## src/rtl/axis_pattern_gen_m_axis.sv

```systemverilog
// AXI-Stream master test-pattern source: framed packets with configurable length, gap and count,
// carrying a counter, LFSR, constant or walking-one pattern.
module axis_pattern_gen_m_axis #(
  parameter int unsigned C_M_AXIS_TDATA_WIDTH = 32,
  parameter int unsigned C_PKT_LEN_WIDTH      = 16,
  parameter int unsigned C_GAP_WIDTH          = 8
) (
  input  logic                                M_AXIS_ACLK,
  input  logic                                M_AXIS_ARESET,
  input  logic                                cfg_enable,
  input  logic [1:0]                          cfg_mode,
  input  logic [C_PKT_LEN_WIDTH-1:0]          cfg_pkt_len,
  input  logic [C_GAP_WIDTH-1:0]              cfg_gap,
  input  logic [15:0]                         cfg_num_pkts,
  input  logic [C_M_AXIS_TDATA_WIDTH-1:0]     cfg_const,
  output logic                                status_busy,
  output logic                                status_done,
  output logic [15:0]                         status_pkt_count,
  output logic                                M_AXIS_TVALID,
  output logic [C_M_AXIS_TDATA_WIDTH-1:0]     M_AXIS_TDATA,
  output logic [C_M_AXIS_TDATA_WIDTH/8-1:0]   M_AXIS_TSTRB,
  output logic                                M_AXIS_TLAST,
  input  logic                                M_AXIS_TREADY
);

  localparam int unsigned W    = C_M_AXIS_TDATA_WIDTH;
  localparam int unsigned LW   = C_PKT_LEN_WIDTH;
  localparam int unsigned GW   = C_GAP_WIDTH;
  localparam int unsigned REPL = W / 32;
  localparam logic [31:0] LFSR_TAPS = 32'h80200003;

  typedef enum logic [1:0] {ST_IDLE, ST_SEND, ST_GAP, ST_DONE} state_t;

  state_t          state_q, state_n;
  logic [LW-1:0]   beat_q, beat_n, len_m1_q, len_m1_n;
  logic [GW-1:0]   gap_q, gap_n, gap_cnt_q, gap_cnt_n;
  logic [15:0]     num_q, num_n, pkt_cnt_n, pkt_inc;
  logic [1:0]      mode_q, mode_n;
  logic [W-1:0]    const_q, const_n, cnt_q, cnt_n, walk_q, walk_n, tdata_n;
  logic [31:0]     lfsr_q, lfsr_n;
  logic            hs;

  assign M_AXIS_TSTRB = '1;
  assign hs           = M_AXIS_TVALID & M_AXIS_TREADY;
  assign pkt_inc      = status_pkt_count + 16'd1;

  // Next-state, config latch and pattern advance
  always_comb begin
    state_n   = state_q;
    beat_n    = beat_q;
    len_m1_n  = len_m1_q;
    gap_n     = gap_q;
    gap_cnt_n = gap_cnt_q;
    num_n     = num_q;
    mode_n    = mode_q;
    const_n   = const_q;
    cnt_n     = cnt_q;
    lfsr_n    = lfsr_q;
    walk_n    = walk_q;
    pkt_cnt_n = status_pkt_count;

    case (state_q)
      ST_IDLE: begin
        if (cfg_enable) begin
          state_n   = ST_SEND;
          beat_n    = '0;
          len_m1_n  = (cfg_pkt_len == '0) ? '0 : cfg_pkt_len - LW'(1);
          gap_n     = cfg_gap;
          num_n     = cfg_num_pkts;
          mode_n    = cfg_mode;
          const_n   = cfg_const;
          cnt_n     = '0;
          lfsr_n    = 32'h00000001;
          walk_n    = W'(1);
          pkt_cnt_n = '0;
        end
      end
      ST_SEND: begin
        if (hs) begin
          cnt_n  = cnt_q + W'(1);
          lfsr_n = (lfsr_q >> 1) ^ (lfsr_q[0] ? LFSR_TAPS : 32'h0);
          walk_n = {walk_q[W-2:0], walk_q[W-1]};
          if (M_AXIS_TLAST) begin
            beat_n    = '0;
            pkt_cnt_n = pkt_inc;
            if ((num_q != '0) && (pkt_inc == num_q)) begin
              state_n = ST_DONE;
            end else if (!cfg_enable) begin
              state_n = ST_IDLE;
            end else if (gap_q != '0) begin
              state_n   = ST_GAP;
              gap_cnt_n = gap_q;
            end
          end else begin
            beat_n = beat_q + LW'(1);
          end
        end
      end
      ST_GAP: begin
        if (gap_cnt_q <= GW'(1)) begin
          state_n = cfg_enable ? ST_SEND : ST_IDLE;
        end else begin
          gap_cnt_n = gap_cnt_q - GW'(1);
        end
      end
      ST_DONE: begin
        if (!cfg_enable) state_n = ST_IDLE;
      end
      default: state_n = ST_IDLE;
    endcase

    case (mode_n)
      2'd0:    tdata_n = cnt_n;
      2'd1:    tdata_n = {REPL{lfsr_n}};
      2'd2:    tdata_n = const_n;
      default: tdata_n = walk_n;
    endcase
  end

  // State, pattern and registered outputs; all output values are derived from next state
  always_ff @(posedge M_AXIS_ACLK or posedge M_AXIS_ARESET) begin
    if (M_AXIS_ARESET) begin
      state_q          <= ST_IDLE;
      beat_q           <= '0;
      len_m1_q         <= '0;
      gap_q            <= '0;
      gap_cnt_q        <= '0;
      num_q            <= '0;
      mode_q           <= '0;
      const_q          <= '0;
      cnt_q            <= '0;
      lfsr_q           <= 32'h00000001;
      walk_q           <= W'(1);
      status_pkt_count <= '0;
      status_busy      <= 1'b0;
      status_done      <= 1'b0;
      M_AXIS_TVALID    <= 1'b0;
      M_AXIS_TDATA     <= '0;
      M_AXIS_TLAST     <= 1'b0;
    end else begin
      state_q          <= state_n;
      beat_q           <= beat_n;
      len_m1_q         <= len_m1_n;
      gap_q            <= gap_n;
      gap_cnt_q        <= gap_cnt_n;
      num_q            <= num_n;
      mode_q           <= mode_n;
      const_q          <= const_n;
      cnt_q            <= cnt_n;
      lfsr_q           <= lfsr_n;
      walk_q           <= walk_n;
      status_pkt_count <= pkt_cnt_n;
      status_busy      <= (state_n == ST_SEND) || (state_n == ST_GAP);
      status_done      <= (state_n == ST_DONE);
      M_AXIS_TVALID    <= (state_n == ST_SEND);
      M_AXIS_TDATA     <= tdata_n;
      M_AXIS_TLAST     <= (state_n == ST_SEND) && (beat_n == len_m1_n);
    end
  end

endmodule
```

## config.mk

```make
export PLATFORM = sky130hd
export DESIGN_NAME = axis_pattern_gen_m_axis
export DESIGN_NICKNAME = d
export VERILOG_FILES = /design/src/rtl/axis_pattern_gen_m_axis.sv
export SDC_FILE = /design/constraint.sdc
export NUM_CORES = 1
export LEC_CHECK = 0
export ABC_AREA = 1
export BUFFER_PORTS_ARGS = -buffer_cell sky130_fd_sc_hd__buf_2
export CORE_MARGIN = 2
export CORE_UTILIZATION = 40
export CTS_CLUSTER_DIAMETER = 80
export CTS_CLUSTER_SIZE = 12
export DETAILED_ROUTE_END_ITERATION = 10
export GPL_TIMING_DRIVEN = 0
export PLACE_DENSITY = 0.63
export SLEW_MARGIN = 10
export SYNTH_ARGS = -nofsm -noshare
export SYNTH_HDL_FRONTEND = slang
export SYNTH_SLANG_ARGS = --single-unit
```

## constraint.sdc

```tcl
create_clock -name M_AXIS_ACLK -period 10.31 [get_ports M_AXIS_ACLK]
set_input_delay 0.5155 -clock M_AXIS_ACLK [delete_from_list [all_inputs] [get_ports M_AXIS_ACLK]]
set_output_delay 0.5155 -clock M_AXIS_ACLK [all_outputs]
set_load 0.01 [all_outputs]
```

==> impl_metrics.ini <==
[floorplan]
start_util_pct = 40.91
die_y_um = 181.3
rows = 64
die_x_um = 181.3
coreArea_um2 = 30750
ios = 134
dieArea_um2 = 32880

[placement]
dp.final_hpwl_um = 26080
gp_congestion = 0.8999
dp.cells = 2145
portBuffers = 128

[timing]
max_freq_mhz = 298.9
worst_clock_skew_ps = 10.39
rsz0062_at_grt = no
finalSetupViolCount = 0
tns_ps = 0
hold_viol_final = 0
whs_ps = 59.21
relSlewSlack_pct = 40.10
drv_slew = 0
layout_min_cycle_time_ps = 3346
worstMarginPinSlew_ps = 898.5
period_share_pct = 32.45

[global_route]
grt_pass1_vias = 10912
antenna_found_initial = 0
grt_max_degree = 88
grt_pass1_wl_um = 57400
track_usage_pct = 21.77
grt_overflow_total = 0

[power]
leakage_nw = 7.276
ir_worst_vdd_mv = 0.1409
power_density_nw_per_um2 = 214.8
fin_total_pwr_mw = 3.109

[clocking]
htree_levels = 1
hold_buffers = 0
clockRootBuffer = clkbuf_16
cts_buffers = 24
tritoncts = done
path_clk_slew_ps = 60
cts_resized = 0
clock_latency_ps = 530
clock-sinks = 248
postCtsSetupRepairBufs = 0
clock_path_buffers = 3

[yosys]
yosys_warnings = 0
ys_ff_latch = 248
synth.most_common_cell = nand2_1
synth_top_area_share_pct = 48.94
synthCells = 1616
synthTopCellsByArea = dfrtp_1 (49%), nand2_1 (16%), inv_1 (5.9%)
synth_ff_type = dfrtp_1
synth_edf_count = 0
yosysSeqAreaShare_pct = 49.36
synth.distinct_cells = 49
async_flop_share_pct = 100.0
syn_area_per_cell_um2 = 7.784
yosys-top-cells-count = nand2_1 (531), dfrtp_1 (246), inv_1 (197), nor2_1 (111), nand3_1 (109)
syn_area_um2 = 12580
yosysTopAreaCell = dfrtp_1

[layout]
drive_gt1_share_pct = 13.35
instances_no_fill = 2179
diodes = 0
syn2layout_area_growth_pct = 15.07
nets = 1862
utilization_pct = 47.07

[detailed_routing]
drtAntennaViolNets = 0
dr.pass1.iters = 5
drc_errors = 0
drt_iter0_markers = 907
via_per_inst = 5.097
wl_um = 35390
vias = 11107
wl_per_cell_um = 16.24

[setup_path]
critical_path_class = reg2reg
cp.arrival_ps = 3760
end_kind = register
start_kind = register
critPathRequiredTime_ps = 10730
crit_fanout = 5

[run_status]
status = finished, final reports clean

[flow_run]
drv_cap = 0

[hold_path]
holdCritPathClass = in2async
per-stage QoR:
| stage | worst slack, ps | area [µm²] |
|---|---|---|
| global placement | -27.42 | 13730 |
| global route | 6615 | 14470 |
| finish | 6964 | 14470 |
| detailed placement | 7072 | 13790 |
| floorplan | 2983 | 12590 |
| CTS | 6987 | 14470 |
cells by family after synthesis:
kind of cell    after synthesis  share of synthesized area (%)
compound gates              201                          9.430
other cells                   1                        0.02981
simple gates                866                          29.67
xor+xnor                     26                          2.029
buf+inv                     264                          8.505
mux                           1                        0.07958
flops                       248                          49.36
fa+ha+maj                     9                         0.8953
flip-flops by register name, summed over array words and instances (netlist names), 2 cells and up:
signal,flops
gap_cnt_q,8
M_AXIS_TDATA,32
state_q,2
status_pkt_count,16
const_q,32
num_q,16
len_m1_q,16
gap_q,8
beat_q,16
walk_q,32
lfsr_q,32
mode_q,2
cnt_q,32
per-layer routing:
metal | wire [µm] | vias to the layer above | global-route usage, %
met1 | 16080 | 5231 | 29.76
met4 | 1026 | 0 | 7.610
met5 | 0 | - | 0
met2 | 16610 | 298 | 35.92
met3 | 1673 | 62 | 2.499
li1 | - | 5516 | -
final cells by class:
class                   count  area (µm²)
plain buffers              54       274.0
clock buffers              33       655.6
clock inverters             1       30.03
fillers                  3078       16280
inverters                 210       803.3
multi-input cells        1107        5311
flip-flops and latches    248        6208
well taps                 396       495.5
repair buffers            130       695.7
path summary, 6_finish.rpt:
check	from	to	slack (ps)	cells after the start
min reg2reg	gap_cnt_q[1]	gap_cnt_q[1]	470	2
min in group M_AXIS_ACLK	cfg_gap[5]	gap_q[5]	190	3
max	status_pkt_count[0]	M_AXIS_TLAST	6960	20
max in group asynchronous	M_AXIS_ARESET	len_m1_q[4]	9410	3
max reg2reg	status_pkt_count[0]	M_AXIS_TLAST	6960	20
min	M_AXIS_ARESET	M_AXIS_TDATA[6]	60	2
power breakdown:
group | leakage [nW] | total (mW) | internal (mW) | switching, mW
combinational | 3.81 | 0.924 | 0.323 | 0.600
clock | 0.332 | 0.826 | 0.462 | 0.364
sequential | 3.14 | 1.36 | 1.21 | 0.146
placed cells by master (no fill, tap or decap), drive strengths merged, types with 19 or more instances in the layout:
| master | netlist | layout |
|---|---|---|
| clkbuf | 13 | 46 |
| buf | 41 | 171 |
| nor2 | 126 | 126 |
| inv | 208 | 208 |
| o22ai | 73 | 73 |
| nand2 | 541 | 541 |
| nand4 | 49 | 49 |
| nand3 | 109 | 109 |
| a21oi | 19 | 19 |
| dfrtp | 246 | 246 |
| o21ai | 86 | 86 |
| xor2 | 19 | 19 |
worst max-delay path: stages, from the launching register on:
cell and delay [ps]:
dfrtp_1 440, ha_1 220, nand3_1 130, nor2_1 270
nand4_1 160, nand3_1 110, nand2_1 60, nor2_1 100
nand2_1 60, nor2_1 100, nand2_1 140, nand2_1 100
nand2_1 50, a21oi_1 240, ha_1 230, o21ai_0 90
nor2_1 120, nand2_1 70, nor2_1 200, nand3_1 120
nor2_1 220
No activity file was read; power rests on OpenSTA's default activity.
